<file path="src/rtl/iob_uart16550_bridge_pkg.sv">
// Shared definitions for the iob_uart16550 stream bridge: 16550 register map,
// LSR bit positions, init register values and the bridge FSM encoding.
package iob_uart16550_bridge_pkg;

  // 16550 register byte addresses (DLL/DLM overlay RBR/THR/IER while LCR.DLAB=1)
  localparam int unsigned ADDR_RBR = 0;
  localparam int unsigned ADDR_THR = 0;
  localparam int unsigned ADDR_DLL = 0;
  localparam int unsigned ADDR_DLM = 1;
  localparam int unsigned ADDR_FCR = 2;
  localparam int unsigned ADDR_LCR = 3;
  localparam int unsigned ADDR_LSR = 5;

  // LSR bits: data ready, THR empty, error field OE/PE/FE/BI
  localparam int unsigned LSR_DR     = 0;
  localparam int unsigned LSR_THRE   = 5;
  localparam int unsigned LSR_ERR_LO = 1;
  localparam int unsigned LSR_ERR_HI = 4;

  // LCR with DLAB set and 8N1, LCR 8N1 with DLAB clear, FCR enable + clear both FIFOs
  localparam logic [7:0] LCR_DLAB_8N1 = 8'h83;
  localparam logic [7:0] LCR_8N1      = 8'h03;
  localparam logic [7:0] FCR_INIT     = 8'h07;

  typedef enum logic [3:0] {
    ST_INIT_LCR1,
    ST_INIT_DLL,
    ST_INIT_DLM,
    ST_INIT_LCR2,
    ST_INIT_FCR,
    ST_IDLE,
    ST_POLL,
    ST_TX_WR,
    ST_RX_RD
  } bridge_state_t;

  function automatic logic lsr_has_err(input logic [7:0] lsr);
    return |lsr[LSR_ERR_HI:LSR_ERR_LO];
  endfunction

endpackage

</file>
<file path="src/rtl/iob_uart16550_bridge_hreg.sv">
// One-byte valid/ready holding register. Write side loads when empty, read side
// drains when full; the two can never fire in the same cycle.
module iob_uart16550_bridge_hreg
  import iob_uart16550_bridge_pkg::*;
(
  input  logic       clk,
  input  logic       rst,
  input  logic [7:0] wr_data,
  input  logic       wr_valid,
  output logic       wr_ready,
  output logic [7:0] rd_data,
  output logic       rd_valid,
  input  logic       rd_ready
);

  logic       full;
  logic [7:0] data;

  // Fill on an accepted write, empty on an accepted read
  always_ff @(posedge clk or posedge rst) begin
    if (rst) begin
      full <= 1'b0;
      data <= 8'h00;
    end else if (wr_valid && !full) begin
      full <= 1'b1;
      data <= wr_data;
    end else if (full && rd_ready) begin
      full <= 1'b0;
    end
  end

  assign wr_ready = !full;
  assign rd_valid = full;
  assign rd_data  = data;

endmodule

</file>
<file path="src/rtl/iob_uart16550_stream_bridge.sv">
// Upstream master for the iob_uart16550 native interface. Programs divisor,
// 8N1 framing and FIFOs after reset, then moves a TX byte stream into THR writes
// and LSR-polled RBR reads into an RX byte stream.
// Build option: define UART_BRIDGE_RX_EN to include the RX path; without it the
// bridge is TX-only (rx_valid/rx_data tied low, no RBR reads).
//
// state     | meaning
// INIT_LCR1 | write LCR=0x83 (DLAB on, 8N1)
// INIT_DLL  | write divisor low byte
// INIT_DLM  | write divisor high byte
// INIT_LCR2 | write LCR=0x03 (DLAB off, 8N1)
// INIT_FCR  | write FCR=0x07 (FIFOs on and cleared)
// IDLE      | configured, wait for work
// POLL      | read LSR, choose TX/RX/none
// TX_WR     | write held TX byte to THR
// RX_RD     | read RBR into RX holding register
module iob_uart16550_stream_bridge
  import iob_uart16550_bridge_pkg::*;
#(
  parameter int          DATA_W      = 32,
  parameter int          UART_ADDR_W = 3,
  parameter logic [15:0] BAUD_DIV    = 16'd27
) (
  input  logic                   clk,
  input  logic                   rst,
  input  logic [7:0]             tx_data,
  input  logic                   tx_valid,
  output logic                   tx_ready,
  output logic [7:0]             rx_data,
  output logic                   rx_valid,
  input  logic                   rx_ready,
  output logic                   init_done,
  output logic                   lsr_err,
  output logic                   m_valid,
  output logic [UART_ADDR_W-1:0] m_address,
  output logic [DATA_W-1:0]      m_wdata,
  output logic [DATA_W/8-1:0]    m_wstrb,
  input  logic [DATA_W-1:0]      m_rdata,
  input  logic                   m_ready
);

  localparam int STRB_W = DATA_W / 8;

  bridge_state_t          state;
  logic                   last_tx;
  logic [UART_ADDR_W-1:0] req_addr;
  logic [7:0]             req_byte;
  logic                   req_wr;
  logic [1:0]             rd_lane;
  logic [7:0]             rd_byte;
  logic [7:0]             tx_byte;
  logic                   tx_full;
  logic                   tx_pop;
  logic                   rx_push;
  logic                   rx_full;
  logic                   bus_done;
  logic                   can_tx;
  logic                   can_rx;

  assign bus_done = m_valid && m_ready;
  assign rd_lane  = m_address[1:0];
  assign rd_byte  = m_rdata[{rd_lane, 3'b000} +: 8];
  assign tx_pop   = (state == ST_TX_WR) && bus_done;
  assign rx_push  = (state == ST_RX_RD) && bus_done;

  iob_uart16550_bridge_hreg u_tx_hreg (
    .clk      (clk),
    .rst      (rst),
    .wr_data  (tx_data),
    .wr_valid (tx_valid),
    .wr_ready (tx_ready),
    .rd_data  (tx_byte),
    .rd_valid (tx_full),
    .rd_ready (tx_pop)
  );

`ifdef UART_BRIDGE_RX_EN
  localparam bit RX_EN = 1'b1;
  logic rx_wr_ready;

  iob_uart16550_bridge_hreg u_rx_hreg (
    .clk      (clk),
    .rst      (rst),
    .wr_data  (rd_byte),
    .wr_valid (rx_push),
    .wr_ready (rx_wr_ready),
    .rd_data  (rx_data),
    .rd_valid (rx_valid),
    .rd_ready (rx_ready)
  );

  assign rx_full = !rx_wr_ready;
`else
  localparam bit RX_EN = 1'b0;
  logic unused_rx;

  assign rx_data   = 8'h00;
  assign rx_valid  = 1'b0;
  assign rx_full   = 1'b0;
  assign unused_rx = ^{rx_ready, rx_push, rd_byte[7:6]};
`endif

  assign can_tx = rd_byte[LSR_THRE] && tx_full;
  assign can_rx = RX_EN && rd_byte[LSR_DR] && !rx_full;

  // Register access implied by the current state
  always_comb begin
    req_addr = '0;
    req_byte = 8'h00;
    req_wr   = 1'b1;
    case (state)
      ST_INIT_LCR1: begin req_addr = UART_ADDR_W'(ADDR_LCR); req_byte = LCR_DLAB_8N1;   end
      ST_INIT_DLL:  begin req_addr = UART_ADDR_W'(ADDR_DLL); req_byte = BAUD_DIV[7:0];  end
      ST_INIT_DLM:  begin req_addr = UART_ADDR_W'(ADDR_DLM); req_byte = BAUD_DIV[15:8]; end
      ST_INIT_LCR2: begin req_addr = UART_ADDR_W'(ADDR_LCR); req_byte = LCR_8N1;        end
      ST_INIT_FCR:  begin req_addr = UART_ADDR_W'(ADDR_FCR); req_byte = FCR_INIT;       end
      ST_POLL:      begin req_addr = UART_ADDR_W'(ADDR_LSR); req_wr   = 1'b0;           end
      ST_TX_WR:     begin req_addr = UART_ADDR_W'(ADDR_THR); req_byte = tx_byte;        end
      ST_RX_RD:     begin req_addr = UART_ADDR_W'(ADDR_RBR); req_wr   = 1'b0;           end
      default:      begin req_wr   = 1'b0;                                              end
    endcase
  end

  // Sequencer: every bus state raises a request from idle bus, then advances on
  // m_ready; the drop of m_valid on completion guarantees a one-cycle gap
  always_ff @(posedge clk or posedge rst) begin
    if (rst) begin
      state     <= ST_INIT_LCR1;
      m_valid   <= 1'b0;
      m_address <= '0;
      m_wdata   <= '0;
      m_wstrb   <= '0;
      init_done <= 1'b0;
      lsr_err   <= 1'b0;
      last_tx   <= 1'b0;
    end else if (state == ST_IDLE) begin
      if (tx_full || (RX_EN && !rx_full)) begin
        state <= ST_POLL;
      end
    end else if (!m_valid) begin
      m_valid   <= 1'b1;
      m_address <= req_addr;
      m_wdata   <= DATA_W'(req_byte) << {req_addr[1:0], 3'b000};
      m_wstrb   <= req_wr ? (STRB_W'(1) << req_addr[1:0]) : '0;
    end else if (m_ready) begin
      m_valid <= 1'b0;
      case (state)
        ST_INIT_LCR1: state <= ST_INIT_DLL;
        ST_INIT_DLL:  state <= ST_INIT_DLM;
        ST_INIT_DLM:  state <= ST_INIT_LCR2;
        ST_INIT_LCR2: state <= ST_INIT_FCR;
        ST_INIT_FCR: begin
          state     <= ST_IDLE;
          init_done <= 1'b1;
        end
        ST_POLL: begin
          lsr_err <= lsr_err | lsr_has_err(rd_byte);
          if (can_tx && can_rx) begin
            state <= last_tx ? ST_RX_RD : ST_TX_WR;
          end else if (can_tx) begin
            state <= ST_TX_WR;
          end else if (can_rx) begin
            state <= ST_RX_RD;
          end else begin
            state <= ST_IDLE;
          end
        end
        ST_TX_WR: begin
          last_tx <= 1'b1;
          state   <= ST_IDLE;
        end
        ST_RX_RD: begin
          last_tx <= 1'b0;
          state   <= ST_IDLE;
        end
        default: state <= ST_IDLE;
      endcase
    end
  end

endmodule

</file>
<file path="config.mk">
export PLATFORM = sky130hd
export DESIGN_NAME = iob_uart16550_stream_bridge
export DESIGN_NICKNAME = d
export VERILOG_FILES = /design/src/rtl/iob_uart16550_bridge_pkg.sv /design/src/rtl/iob_uart16550_bridge_hreg.sv /design/src/rtl/iob_uart16550_stream_bridge.sv
export SDC_FILE = /design/constraint.sdc
export NUM_CORES = 1
export LEC_CHECK = 0
export ABC_AREA = 1
export BUFFER_PORTS_ARGS = -buffer_cell sky130_fd_sc_hd__clkbuf_2
export CAP_MARGIN = 10
export CORE_ASPECT_RATIO = 1.2
export CORE_MARGIN = 5
export CORE_UTILIZATION = 30
export DETAILED_ROUTE_END_ITERATION = 16
export HOLD_SLACK_MARGIN = 0.1
export SETUP_SLACK_MARGIN = 0.05
export SYNTH_ARGS = -nofsm -noshare
export SYNTH_HDL_FRONTEND = slang
export SYNTH_SLANG_ARGS = --single-unit
</file>
<file path="constraint.sdc">
create_clock -name clk -period 2.3 [get_ports clk]
set_clock_uncertainty 0.2 [all_clocks]
set_input_delay 0.23 -clock clk [delete_from_list [all_inputs] [get_ports clk]]
set_output_delay 0.23 -clock clk [all_outputs]
set_load 0.02 [all_outputs]
</file>
# [After elaboration in Yosys (flattened, before gate mapping)]
# Cells that the tools add are included.
[totals] ff_bits=55 inputBits=45 out_inout_bits=52
[classes] eq_ne=8 shifts=3 mux=14 n_bitwise=3 reduce_logical=17
[ops] cell="case mux 8 bit (5 select lines)" count=1
[ops] cell="indexed part select 32 x 6 -> 6 bit" count=1
[ops] cell="<< shifter 8 x 5 -> 32 bit" count=1
[ops] cell="2-to-1 mux 4 bit" count=5
[ops] cell="== test 4 x 3 -> 1 bit (second input constant)" count=4
[ops] cell="case mux 3 bit (5 select lines)" count=1
[ops] cell="case mux 3 bit (4 select lines)" count=1
[ops] cell="== test 4 x 2 -> 1 bit (second input constant)" count=2
[ops] cell="AND reduction 4 bit" count=2
[ops] cell="nonzero test 2 bit" count=3
[ops] cell="OR reduction 6 bit" count=1
[ops] cell="logical AND 1 bit" count=5
[ops] cell="2-to-1 mux 1 bit" count=5
[ops] cell="== test 4 x 1 -> 1 bit (second input constant)" count=1
[ops] cell="logical NOT 4 bit" count=1
[ops] cell="OR reduction 4 bit" count=1
[ops] cell="<< shifter 1 x 2 -> 4 bit (first input constant)" count=1
[ops] cell="AND reduction 3 bit" count=1
[ops] cell="2-to-1 mux 2 bit" count=1
[ops] cell="!= test 2 x 1 -> 1 bit (second input constant)" count=1
[ops] cell="NOT 1 bit" count=2
[ops] cell="AND reduction 2 bit" count=1
[ops] cell="OR reduction 2 bit" count=1
[ops] cell="logical NOT 1 bit" count=1
[ops] cell="bitwise OR 1 bit" count=1

# [Longest topological paths before layout]
# Gate-level depths: netlist of the first run.
[logic_depth] word_depth=7 mapped_depth=8 depth_no_buf=7

# [Modules after synthesis]
# A second synthesis of the first run with hierarchy kept.
[hier_totals] hier_cells=268 hier_area_um2=2383.5
[modules_own_cells] module="iob_uart16550_stream_bridge" n_inst=1 cells_per_inst=229 area_each_um2=2008.2 seq_area_each_um2=1126.1
[modules_own_cells] module="iob_uart16550_bridge_hreg" n_inst=1 cells_per_inst=39 area_each_um2=375.4 seq_area_each_um2=225.2

# [Least setup slack after synthesis of the first run]
# OpenSTA, ideal clock, no wires.
[synth_path] path_type="register to register" from="register m_valid" to="register state[0]" setup_time_ns=0.122 arrival_ns=1.064 required_time_ns=1.978 slack_ns=0.915 path_stages_with_launch=6 synth_period_minus_slack_ns=1.385 cell_sequence="dfrtp_1 -> nand2_2 -> nand2_2 -> nand2_2 -> xor2_1 -> nand2_1"
[synth_via] elab_chain_len=2
[synth_lines] element="from (decl)" line_no="iob_uart16550_stream_bridge.sv:34" source="output logic m_valid,"
[synth_lines] element="from (signal assigned)" line_no="iob_uart16550_stream_bridge.sv:129" source="m_valid <= 1'b0;"
[synth_lines] element="from (signal assigned)" line_no="iob_uart16550_stream_bridge.sv:141" source="m_valid <= 1'b1;"
[synth_lines] element="from (signal assigned)" line_no="iob_uart16550_stream_bridge.sv:146" source="m_valid <= 1'b0;"
[synth_lines] element="nonzero test 2 bit (no source line)"
[synth_lines] element="AND reduction 3 bit (no source line)"
[synth_lines] element="to (signal assigned)" line_no="iob_uart16550_stream_bridge.sv:159" source="state <= last_tx ? ST_RX_RD : ST_TX_WR;"
[synth_lines] element="to (decl)" line_no="iob_uart16550_stream_bridge.sv:44" source="bridge_state_t state;"
# Every way passes these cells.
# A chain may end at the register's enable or synchronous reset.

# [Worst setup path after layout of the first run]
[layout_path] from="register state[0]" to="register state[0]"
[layout_via] elab_chain_len=5 word_cells_on_any_way=14 classes_between="eq/ne: 6; mux: 4; reduce/logical: 4"
[layout_lines] element="== test 4 x 3 -> 1 bit (tied with other cells)" line_no="iob_uart16550_stream_bridge.sv:147" source="case (state)"
[layout_lines] element="case mux 3 bit (5 select lines)" line_no="iob_uart16550_stream_bridge.sv:147"
[layout_lines] element="2-to-1 mux 4 bit" line_no="iob_uart16550_stream_bridge.sv:145" source="end else if (m_ready) begin"
[layout_lines] element="2-to-1 mux 4 bit" line_no="iob_uart16550_stream_bridge.sv:140" source="end else if (!m_valid) begin"
[layout_lines] element="2-to-1 mux 4 bit" line_no="iob_uart16550_stream_bridge.sv:136" source="end else if (state == ST_IDLE) begin"
# Several ways; a longest one is shown, not always the timed one. The select of a mux whose other input is x is not followed.

==> results_tabular.tex, run 1 <==
\begin{tabular}{lr}
\hline
Metric & Value \\
\hline
\multicolumn{2}{l}{\textbf{Timing}} \\
RSZ-0062 raised after global routing & false \\
Slew Limit Fails & 0 \\
Max Clock Freq & 0.596 GHz \\
Summed negative setup slack over all endpoints & 0 ps \\
Final critical-path required period & about 1700 ps \\
Period Utilization, post-route & 0.730 \\
Final setup violation count & 0 \\
Least setup slack across all paths after layout & roughly 620 ps \\
Final number of hold-violating endpoints & 0 \\
\multicolumn{2}{l}{\textbf{Global routing}} \\
Wire length of the first global-routing pass & about 8600 um \\
Sum of overflow across all layers after global routing & 0 \\
Overall track demand over capacity in global routing & 0.108 \\
Number of antenna violations at the first check in global routing & 0 \\
Maximum number of pins on one net before global-route repair & 22 \\
Vias in the first global route & 1904 \\
\multicolumn{2}{l}{\textbf{Yosys}} \\
Portion of synthesized cell area occupied by the leading cell type & 0.584 \\
Seq/Total Area, Yosys & 0.584 \\
Most common cell in the synthesized netlist & sky130\_fd\_sc\_hd\_\_nand2\_1 \\
Largest cells by area after synthesis & sky130\_fd\_sc\_hd\_\_dfrtp\_1 (58\%), sky130\_fd\_sc\_hd\_\_nand2\_1 (8.9\%), sky130\_fd\_sc\_hd\_\_inv\_1 (6.3\%), sky130\_fd\_sc\_hd\_\_nor2\_1 (5.8\%), sky130\_fd\_sc\_hd\_\_o21ai\_0 (3.7\%) \\
Post-synthesis sequential element count & 54 \\
Total number of yosys warnings & 0 \\
Dominant cell type by area after synthesis & sky130\_fd\_sc\_hd\_\_dfrtp\_1 \\
Top flip-flop cell by instance count after synthesis & sky130\_fd\_sc\_hd\_\_dfrtp\_1 \\
Cell Area, Synth & 2310 um\^{}2 \\
Synthesized area per cell & 9.07 um\^{}2 \\
Unique cell type count in the Yosys netlist & 27 \\
Count of flip-flops with a built-in enable after synthesis & 0 \\
Top cells by count, synth & sky130\_fd\_sc\_hd\_\_nand2\_1 (55), sky130\_fd\_sc\_hd\_\_dfrtp\_1 (54), sky130\_fd\_sc\_hd\_\_inv\_1 (39), sky130\_fd\_sc\_hd\_\_nor2\_1 (36), sky130\_fd\_sc\_hd\_\_o21ai\_0 (17) \\
Instance count of the mapped netlist & 255 \\
Share of flip-flops with an asynchronous set or reset & 1.00 \\
\multicolumn{2}{l}{\textbf{Power}} \\
Reported leakage power & between 0.0015 and 0.002 uW \\
IR Drop Worst-Case VDD & 0.000497 V \\
Cell area power density & 1110 nW/um\^{}2 \\
\multicolumn{2}{l}{\textbf{Setup path}} \\
Data arrival time of the critical path & 1670 ps \\
Worst setup path category & register to register \\
Stage delay of the slowest cell on the critical path & 650 ps \\
Top delay family on crit path & flip-flops \\
Slowest CP cell & sky130\_fd\_sc\_hd\_\_dfrtp\_1 \\
Buffering stage count on the worst path with inverters included & 0 \\
Capture point of the worst reg-to-reg path & state[0] \\
Total stage count of the critical path & 6 \\
Setup crit end kind & register \\
Reg-to-reg startpoint & state[0] \\
Crit. Startpoint & state[0] \\
Capturing instance or port of the critical path & state[0] \\
Worst setup SP type & register \\
Register-to-register setup slack & 620 ps \\
Worst Reg2Reg Path Length in Cells & 6 \\
CP Cell Sequence & nand2\_4 -> nor2\_4 -> nand2\_1 -> nand2\_2 -> xor2\_1 -> nand2\_1 \\
Crit path required time & 2290 ps \\
Cell mode on critical path & sky130\_fd\_sc\_hd\_\_nand2\_1 \\
Largest fanout on the critical path & 11 \\
\multicolumn{2}{l}{\textbf{Floorplanning}} \\
Total Die Area & about 9600 um\^{}2 \\
Initial cell density of the core & 0.303 \\
Vert. Die Dim & between 100 and 150 um \\
Die outline width & 90.1 um \\
Top-level port count & 97 \\
Number of placement rows & 35 \\
Core area & 7620 um\^{}2 \\
\multicolumn{2}{l}{\textbf{Finish}} \\
Post-layout net count & around 390 \\
Proportion of layout cells with a drive suffix above 1 & 0.286 \\
Diode count & 0 \\
Seq. cell area & about 1400 um\^{}2 \\
P\&R area growth vs syn & 28.5\% \\
Total of fill cells in the finished design & 799 \\
Area of the multi-input gates & 711 um\^{}2 \\
\multicolumn{2}{l}{\textbf{Status}} \\
Result of the run & complete, no violations \\
\multicolumn{2}{l}{\textbf{Clocking}} \\
Post-CTS repair timing setup buffer count & 0 \\
Clock tree from TritonCTS & built \\
Clk sinks & 54 \\
Number of gates given a new drive strength after cts & 0 \\
Maximum buffer depth of the clock tree & 2 \\
Root cell of the clock tree & sky130\_fd\_sc\_hd\_\_clkbuf\_8 \\
Later-pin clock latency in the skew report & between 200 and 300 ps \\
CTS H-tree depth & 2 \\
Hold-fix buffers, CTS & 10 \\
TritonCTS buffer count & 5 \\
Clock-pin slew on the worst setup and hold paths & 100 ps \\
\multicolumn{2}{l}{\textbf{Placed design}} \\
Port Buf Inserts & between 70 and 80 \\
Placed wire-length estimate after detailed placement & 3860 um \\
Worst slack at placement & 638 ps \\
RD Place Congestion & 0.783 \\
\multicolumn{2}{l}{\textbf{Routing}} \\
Routed wire length & 4900 um \\
Via Count & 1818 \\
Via density per instance & 4.18 \\
DRT antenna net count & 0 \\
Starting DRC count in detailed routing & 67 \\
Total DRC errors in the routed layout & 0 \\
Average wire per cell in the routed design & 11.3 um \\
Number of search-and-repair iterations in the first detailed-routing pass & 4 \\
\multicolumn{2}{l}{\textbf{Hold path}} \\
Kind of path behind the tightest hold check & primary input to register \\
\multicolumn{2}{l}{\textbf{Run}} \\
Count of maximum capacitance violations & 0 \\
\hline
\end{tabular}
[worst min path at each step]
stage,start,end,depth (start not counted)
after floorplan,tx_data[0],u_tx_hreg.rd_data[0],1
after detailed placement,rst,m_wdata[11],2
after CTS,m_rdata[25],lsr_err,7
after global routing,m_rdata[25],lsr_err,7
final,m_rdata[25],lsr_err,7
after global placement,rst,m_wdata[11],2
[state kept, by name, indices dropped and copies added, names as in the netlist, 3 cells and up]
name               cells
m_wstrb                4
state                  3
u_tx_hreg.rd_data      8
m_wdata               32
m_address              3
[power breakdown]
group	internal (uW)	total (uW)	switching, uW
logic	391	1190	799
clock network	464	768	303
registers	1170	1350	178
[cell type report]
class | count | area share
sequential | 54 | 0.455
multi-input combinational | 153 | 0.239
timing repair buffer | 87 | 0.166
inverter | 41 | 0.0535
tap | 92 | 0.0387
clock buffer | 6 | 0.0278
clock inverter | 2 | 0.0202
[layout by cell type, fill, tap and decap left out]
master                          count
sky130_fd_sc_hd__nor2_8             1
sky130_fd_sc_hd__a21oi_1            8
sky130_fd_sc_hd__o31ai_1            1
sky130_fd_sc_hd__clkbuf_8           6
sky130_fd_sc_hd__conb_1             9
sky130_fd_sc_hd__o21ai_0           17
sky130_fd_sc_hd__clkbuf_2          74
sky130_fd_sc_hd__inv_1             38
sky130_fd_sc_hd__nand2_2            3
sky130_fd_sc_hd__nor3_1             1
sky130_fd_sc_hd__xor2_1             1
sky130_fd_sc_hd__nor2_1            36
sky130_fd_sc_hd__nand4_1            1
sky130_fd_sc_hd__inv_6              1
sky130_fd_sc_hd__nor2_4             2
sky130_fd_sc_hd__nand2_1           55
sky130_fd_sc_hd__dlygate4sd3_1     10
sky130_fd_sc_hd__nand3_1           11
sky130_fd_sc_hd__mux2_2             2
sky130_fd_sc_hd__dfrtp_1           54
sky130_fd_sc_hd__inv_2              2
sky130_fd_sc_hd__buf_4              3
sky130_fd_sc_hd__bufinv_16          2
sky130_fd_sc_hd__nand2_4            1
sky130_fd_sc_hd__nand3b_1           1
sky130_fd_sc_hd__o211ai_1           1
sky130_fd_sc_hd__nand3_2            1
sky130_fd_sc_hd__o21bai_1           1
[through the flow]
stage,hold slack [ps],utilization,area (um^2),std cells,power (uW)
finish,125,0.390,2970,435,3310
global route,182,0.390,2970,435,3570
CTS,130,0.390,2970,435,3360
detailed placement,36.4,0.358,2730,417,2570
global placement,30.7,0.358,2730,417,2560
floorplan,181,-,2340,263,2250
[worst reg2reg max path, cell delays in order, from the launching register on]
cell                      delay, ps
sky130_fd_sc_hd__dfrtp_1        650
sky130_fd_sc_hd__nand2_4        130
sky130_fd_sc_hd__nor2_4         180
sky130_fd_sc_hd__nand2_1        110
sky130_fd_sc_hd__nand2_2        100
sky130_fd_sc_hd__xor2_1         150
sky130_fd_sc_hd__nand2_1         60
[per-layer routing]
layer / wire length (um) / GRT usage / vias to the layer above
li1: - / - / 931
met1: 2050 / 0.125 / 844
met2: 2590 / 0.200 / 39
met3: 233 / 0.0248 / 4
met4: 30 / 0.0309 / 0
met5: 0 / 0 / -
[cell families after synthesis]
kind of cell / Yosys count / synth area share
XOR/XNOR: 1 / 0.00379
AO/OA/AOI/OAI: 28 / 0.0639
buffers and inverters: 56 / 0.121
multiplexers: 2 / 0.00974
AND/OR/NAND/NOR: 113 / 0.215
flip-flops: 54 / 0.584
other: 1 / 0.00162
Power figures use the tool's default switching activity.
==> run 2: changes to the inputs <==
==> constraint.sdc (replaced) <==
create_clock -name clk -period 1.6 [get_ports clk]
set_clock_uncertainty 0.2 [all_clocks]
set_input_delay 0.16 -clock clk [delete_from_list [all_inputs] [get_ports clk]]
set_output_delay 0.16 -clock clk [all_outputs]
set_load 0.02 [all_outputs]
==> results_tabular.tex, run 2 (synthesized netlist as in run 1, its figures left out) <==
\begin{tabular}{lr}
\hline
Metric & Value \\
\hline
\multicolumn{2}{l}{\textbf{Status}} \\
Result of the run & complete, no violations \\
\multicolumn{2}{l}{\textbf{Floorplanning}} \\
Total Die Area & approximately 9600 um\^{}2 \\
Number of placement rows & 35 \\
Core area & roughly 7600 um\^{}2 \\
Vert. Die Dim & 106 um \\
Die outline width & 90.1 um \\
Initial cell density of the core & 0.303 \\
Top-level port count & 97 \\
\multicolumn{2}{l}{\textbf{Timing}} \\
Final setup violation count & 0 \\
Final critical-path required period & 1460 ps \\
Final number of hold-violating endpoints & 0 \\
RSZ-0062 raised after global routing & false \\
Max Clock Freq & about 0.7 GHz \\
Summed negative setup slack over all endpoints & 0 ps \\
Period Utilization, post-route & 0.912 \\
Slew Limit Fails & 0 \\
Least setup slack across all paths after layout & 141 ps \\
\multicolumn{2}{l}{\textbf{Routing}} \\
Via density per instance & 4.27 \\
Total DRC errors in the routed layout & 0 \\
Number of search-and-repair iterations in the first detailed-routing pass & 4 \\
Average wire per cell in the routed design & $\sim$12 um \\
Routed wire length & 5480 um \\
Starting DRC count in detailed routing & 61 \\
DRT antenna net count & 0 \\
Via Count & between 1500 and 2000 \\
\multicolumn{2}{l}{\textbf{Clocking}} \\
TritonCTS buffer count & 5 \\
Maximum buffer depth of the clock tree & 2 \\
Clock-pin slew on the worst setup and hold paths & 90 ps \\
Later-pin clock latency in the skew report & 300 ps \\
CTS H-tree depth & 2 \\
Clk sinks & 54 \\
Root cell of the clock tree & sky130\_fd\_sc\_hd\_\_clkbuf\_8 \\
Clock tree from TritonCTS & built \\
\multicolumn{2}{l}{\textbf{Setup path}} \\
Slowest CP cell & sky130\_fd\_sc\_hd\_\_dfrtp\_1 \\
Data arrival time of the critical path & 1100 ps \\
Crit path required time & 1240 ps \\
Setup crit end kind & output pin \\
Worst setup path category & register to output pin \\
Largest fanout on the critical path & 7 \\
Top delay family on crit path & flip-flops \\
Worst setup SP type & register \\
Buffering stage count on the worst path with inverters included & 1 \\
Stage delay of the slowest cell on the critical path & 560 ps \\
CP Cell Sequence & clkbuf\_2 \\
\multicolumn{2}{l}{\textbf{Finish}} \\
Proportion of layout cells with a drive suffix above 1 & 0.281 \\
Number of flip-flops under the largest register name & 32 \\
Total of fill cells in the finished design & 802 \\
Most frequent cells in the layout & sky130\_fd\_sc\_hd\_\_clkbuf\_2 (74), sky130\_fd\_sc\_hd\_\_nand2\_1 (55), sky130\_fd\_sc\_hd\_\_dfrtp\_1 (53), sky130\_fd\_sc\_hd\_\_inv\_1 (38), sky130\_fd\_sc\_hd\_\_nor2\_1 (35) \\
Post-layout net count & 412 \\
Diode count & 0 \\
Largest register by flop count & m\_wdata \\
Final design instance area without fill & roughly 3200 um\^{}2 \\
P\&R area growth vs syn & 38.5\% \\
Most frequent standard cell in the layout excluding fill and tap cells & sky130\_fd\_sc\_hd\_\_clkbuf\_2 \\
\multicolumn{2}{l}{\textbf{Hold path}} \\
Kind of path behind the tightest hold check & primary input to async pin \\
\multicolumn{2}{l}{\textbf{Global routing}} \\
Wire length of the first global-routing pass & 9460 um \\
Sum of overflow across all layers after global routing & 0 \\
Vias in the first global route & 2041 \\
Overall track demand over capacity in global routing & 0.119 \\
Maximum number of pins on one net before global-route repair & 55 \\
Number of antenna violations at the first check in global routing & 0 \\
\multicolumn{2}{l}{\textbf{Power}} \\
Cell area power density & roughly 1500 nW/um\^{}2 \\
Reported leakage power & 0.00172 uW \\
IR Drop Worst-Case VDD & 0.000819 V \\
\multicolumn{2}{l}{\textbf{Placed design}} \\
Placed wire-length estimate after detailed placement & between 3000 and 4000 um \\
Placed standard-cell area & 2760 um\^{}2 \\
RD Place Congestion & a little under 0.8 \\
Port Buf Inserts & 74 \\
Worst slack at placement & 122 ps \\
\multicolumn{2}{l}{\textbf{Run}} \\
Count of maximum capacitance violations & 0 \\
\hline
\end{tabular}
## run 2: changes by cell type in the layout (fill, tap and decap cells not counted), sizes merged
cell         delta
dlygate4sd3    +21
buf             +4
bufinv          -1
clkinvlp        +1
inv             -1
## run 2: final cells by class
cell class | count | area [um^2] | share of cell area
flip-flops and latches | 54 | 1350 | 0.422
repair buffers | 112 | 746 | 0.233
multi-input cells | 153 | 713 | 0.223
inverters | 41 | 163 | 0.0508
well taps | 92 | 115 | 0.0360
clock buffers | 6 | 82.6 | 0.0258
clock inverters | 1 | 30.0 | 0.00938
## run 2: metal layers
metal / global-route usage / wire (um)
met2: 0.212 / 2890
met3: 0.0361 / 290
met5: 0 / 0
met1: 0.134 / 2220
met4: 0.0404 / 82
## run 2: tightest hold or removal path: cells and delay by family
kind,cells,cell delay [ps]
buffers and inverters,4,1000
## run 2: stage by stage
step / std cells / power [uW] / utilization / hold WS (ps)
3_3_place_gp: 419 / 3700 / 0.362 / 43.8
3_5_place_dp: 419 / 3750 / 0.362 / 50.0
5_1_grt: 459 / 5120 / 0.420 / 293
2_1_floorplan: 263 / 3240 / - / 27.8
6_report: 459 / 4730 / 0.420 / 276
4_1_cts: 457 / 4750 / 0.418 / 266
## run 2: where the power goes
group | switching (uW) | internal (uW) | total (uW)
logic | 1230 | 655 | 1880
clock network | 418 | 501 | 919
registers | 238 | 1690 | 1930
## run 2: final timing paths
kind                          start     endpoint  slack (ps)  cells after the start
setup reg to reg           state[0]  m_wdata[25]         160                      6
max in group asynchronous       rst     state[1]         670                      4
hold reg to reg             lsr_err      lsr_err         280                      2
min in group clk            lsr_err      lsr_err         280                      2
hold / removal                  rst  m_wdata[28]         280                      4
setup / recovery            m_valid      m_valid         140                      1
## run 2: what timing repair did
item                       4_1_cts  5_1_grt
setup buffers                    0        2
setup endpoints to repair        0        4
hold buffers                    31        0
hold endpoints to repair        67        0
resized for setup                0        2
==> run 3: changes to the inputs <==
--- a/config.mk
+++ b/config.mk
@@ -9,7 +9,7 @@
 export BUFFER_PORTS_ARGS = -buffer_cell sky130_fd_sc_hd__clkbuf_2
 export CAP_MARGIN = 10
 export CORE_ASPECT_RATIO = 1.2
-export CORE_MARGIN = 5
+export CORE_MARGIN = 2
 export CORE_UTILIZATION = 30
 export DETAILED_ROUTE_END_ITERATION = 16
 export HOLD_SLACK_MARGIN = 0.1
==> results_tabular.tex, run 3 (synthesized netlist as in run 1, its figures left out) <==
\begin{tabular}{lr}
\hline
Metric & Value \\
\hline
\multicolumn{2}{l}{\textbf{Placed design}} \\
Placed standard-cell area & approximately 2800 um\^{}2 \\
Post-placement cell count & 420 \\
RD Place Congestion & about 0.90 \\
Port Buf Inserts & 74 \\
Placed wire-length estimate after detailed placement & approximately 3600 um \\
\multicolumn{2}{l}{\textbf{Setup path}} \\
Top delay family on crit path & flip-flops \\
Register-to-register setup slack & 140 ps \\
Setup crit end kind & output pin \\
Capture point of the worst reg-to-reg path & state[0] \\
Stage delay of the slowest cell on the critical path & roughly 550 ps \\
Worst Reg2Reg Path Length in Cells & 5 \\
Largest fanout on the critical path & 7 \\
Capturing instance or port of the critical path & m\_valid \\
Reg-to-reg startpoint & state[1] \\
Worst setup SP type & register \\
CP Cell Sequence & clkbuf\_2 \\
Slowest CP cell & sky130\_fd\_sc\_hd\_\_dfrtp\_1 \\
Crit. Startpoint & m\_valid \\
Worst setup path category & register to output pin \\
Crit path required time & around 1200 ps \\
Buffering stage count on the worst path with inverters included & 1 \\
Total stage count of the critical path & 1 \\
Data arrival time of the critical path & 1110 ps \\
\multicolumn{2}{l}{\textbf{Routing}} \\
Total DRC errors in the routed layout & 0 \\
Via Count & 1957 \\
Average wire per cell in the routed design & 11.7 um \\
DRT antenna net count & 0 \\
Number of search-and-repair iterations in the first detailed-routing pass & 4 \\
Starting DRC count in detailed routing & 80 \\
Via density per instance & 4.26 \\
Routed wire length & 5370 um \\
\multicolumn{2}{l}{\textbf{Floorplanning}} \\
Initial cell density of the core & 0.305 \\
Number of placement rows & 35 \\
Core area & 7580 um\^{}2 \\
Vert. Die Dim & 100 um \\
Die outline width & 84.1 um \\
Total Die Area & about 8400 um\^{}2 \\
Top-level port count & 97 \\
\multicolumn{2}{l}{\textbf{Clocking}} \\
Maximum buffer depth of the clock tree & 2 \\
Later-pin clock latency in the skew report & slightly above 300 ps \\
CTS H-tree depth & 2 \\
TritonCTS buffer count & 5 \\
Clock-pin slew on the worst setup and hold paths & 100 ps \\
Clock tree from TritonCTS & built \\
Post-CTS repair timing setup buffer count & 0 \\
Clk sinks & 54 \\
Root cell of the clock tree & sky130\_fd\_sc\_hd\_\_clkbuf\_8 \\
\multicolumn{2}{l}{\textbf{Finish}} \\
Most frequent cells in the layout & sky130\_fd\_sc\_hd\_\_clkbuf\_2 (74), sky130\_fd\_sc\_hd\_\_nand2\_1 (55), sky130\_fd\_sc\_hd\_\_dfrtp\_1 (54), sky130\_fd\_sc\_hd\_\_inv\_1 (38), sky130\_fd\_sc\_hd\_\_nor2\_1 (35) \\
Post-layout net count & 411 \\
Total of fill cells in the finished design & 730 \\
Number of flip-flops under the largest register name & 32 \\
Fin cells & 459 \\
Final design instance area without fill & 3200 um\^{}2 \\
Most frequent standard cell in the layout excluding fill and tap cells & sky130\_fd\_sc\_hd\_\_clkbuf\_2 \\
Proportion of layout cells with a drive suffix above 1 & 0.278 \\
Largest register by flop count & m\_wdata \\
P\&R area growth vs syn & 38.3\% \\
Diode count & 0 \\
\multicolumn{2}{l}{\textbf{Power}} \\
Clock group share of total power & 0.200 \\
Reported leakage power & 0.00171 uW \\
Fraction of power spent switching nets & 0.406 \\
Switching power total & 1920 uW \\
Combinational power share & 0.396 \\
Total chip power & 4720 uW \\
Fraction of power consumed by sequential logic & 0.404 \\
IR Drop Worst-Case VDD & 0.000599 V \\
Internal portion of total power & 2800 uW \\
Cell area power density & 1480 nW/um\^{}2 \\
\multicolumn{2}{l}{\textbf{Timing}} \\
Final critical-path required period & between 1000 and 1500 ps \\
Period Utilization, post-route & 0.918 \\
Summed negative setup slack over all endpoints & 0 ps \\
Max Clock Freq & 0.681 GHz \\
RSZ-0062 raised after global routing & false \\
Slew Limit Fails & 0 \\
Final setup violation count & 0 \\
Final number of hold-violating endpoints & 0 \\
\multicolumn{2}{l}{\textbf{Global routing}} \\
Maximum number of pins on one net before global-route repair & 39 \\
Overall track demand over capacity in global routing & 0.137 \\
Vias in the first global route & between 2000 and 2500 \\
Number of antenna violations at the first check in global routing & 0 \\
Wire length of the first global-routing pass & between 9000 and 10000 um \\
Sum of overflow across all layers after global routing & 0 \\
\multicolumn{2}{l}{\textbf{Run}} \\
Count of maximum capacitance violations & 0 \\
\multicolumn{2}{l}{\textbf{Status}} \\
Result of the run & complete, no violations \\
\multicolumn{2}{l}{\textbf{Hold path}} \\
Kind of path behind the tightest hold check & primary input to async pin \\
\hline
\end{tabular}
## run 3: cell types whose count changed in the layout (fill, tap and decap cells not counted)
cell                         delta
sky130_fd_sc_hd__buf_4          -1
sky130_fd_sc_hd__clkbuf_8       -1
sky130_fd_sc_hd__clkinvlp_4     +1
sky130_fd_sc_hd__dfrtp_1        +1
sky130_fd_sc_hd__dfrtp_2        -1
sky130_fd_sc_hd__inv_8          +1
## run 3: what timing repair did
item                       in CTS  in global routing
hold buffers                   31                  0
setup endpoints to repair       0                  3
hold endpoints to repair       67                  0
resized for setup               0                  1
## run 3: layout make-up
cell class / instances / area, um^2 / share of cell area
Sequential cell: 54 / 1350 / 0.423
Multi-Input combinational cell: 153 / 713 / 0.223
Tap cell: 92 / 115 / 0.0360
Timing Repair Buffer: 111 / 738 / 0.231
Inverter: 41 / 163 / 0.0509
Clock buffer: 5 / 68.8 / 0.0215
Clock inverter: 3 / 48.8 / 0.0153
## run 3: worst min-delay path by stage
stage               from          end  slack [ps]
finish               rst  m_wdata[20]         170
global route         rst  m_wdata[30]         180
CTS                  rst   m_wstrb[0]         170
detailed placement   rst  m_wdata[20]         -40
global placement     rst  m_wdata[27]         -40
floorplan            rst    init_done          30
## run 3: power groups by stage
stage / Sequential (uW) / Clock (uW) / Combinational, uW
floorplan: 2120 / 0 / 1120
global placement: 1920 / 0 / 1790
detailed placement: 1930 / 0 / 1820
CTS: 1900 / 987 / 1890
global route: 1940 / 1040 / 2100
finish: 1900 / 946 / 1870
## run 3: routing by layer
layer / part of all wire / global-route usage / vias to the layer above
met5: 0 / 0 / -
met4: 0.045 / 0.0844 / 0
met3: 0.047 / 0.0296 / 20
met2: 0.51 / 0.236 / 72
met1: 0.40 / 0.155 / 889
li1: - / - / 976
## run 3: stage by stage
stage          setup slack (ps)   util  hold WS, ps
2_1_floorplan               215      -         27.8
3_3_place_gp                192  0.365        -36.8
3_5_place_dp                161  0.365        -38.5
4_1_cts                     110  0.422          169
5_1_grt                    59.3  0.422          178
6_report                    131  0.422          168
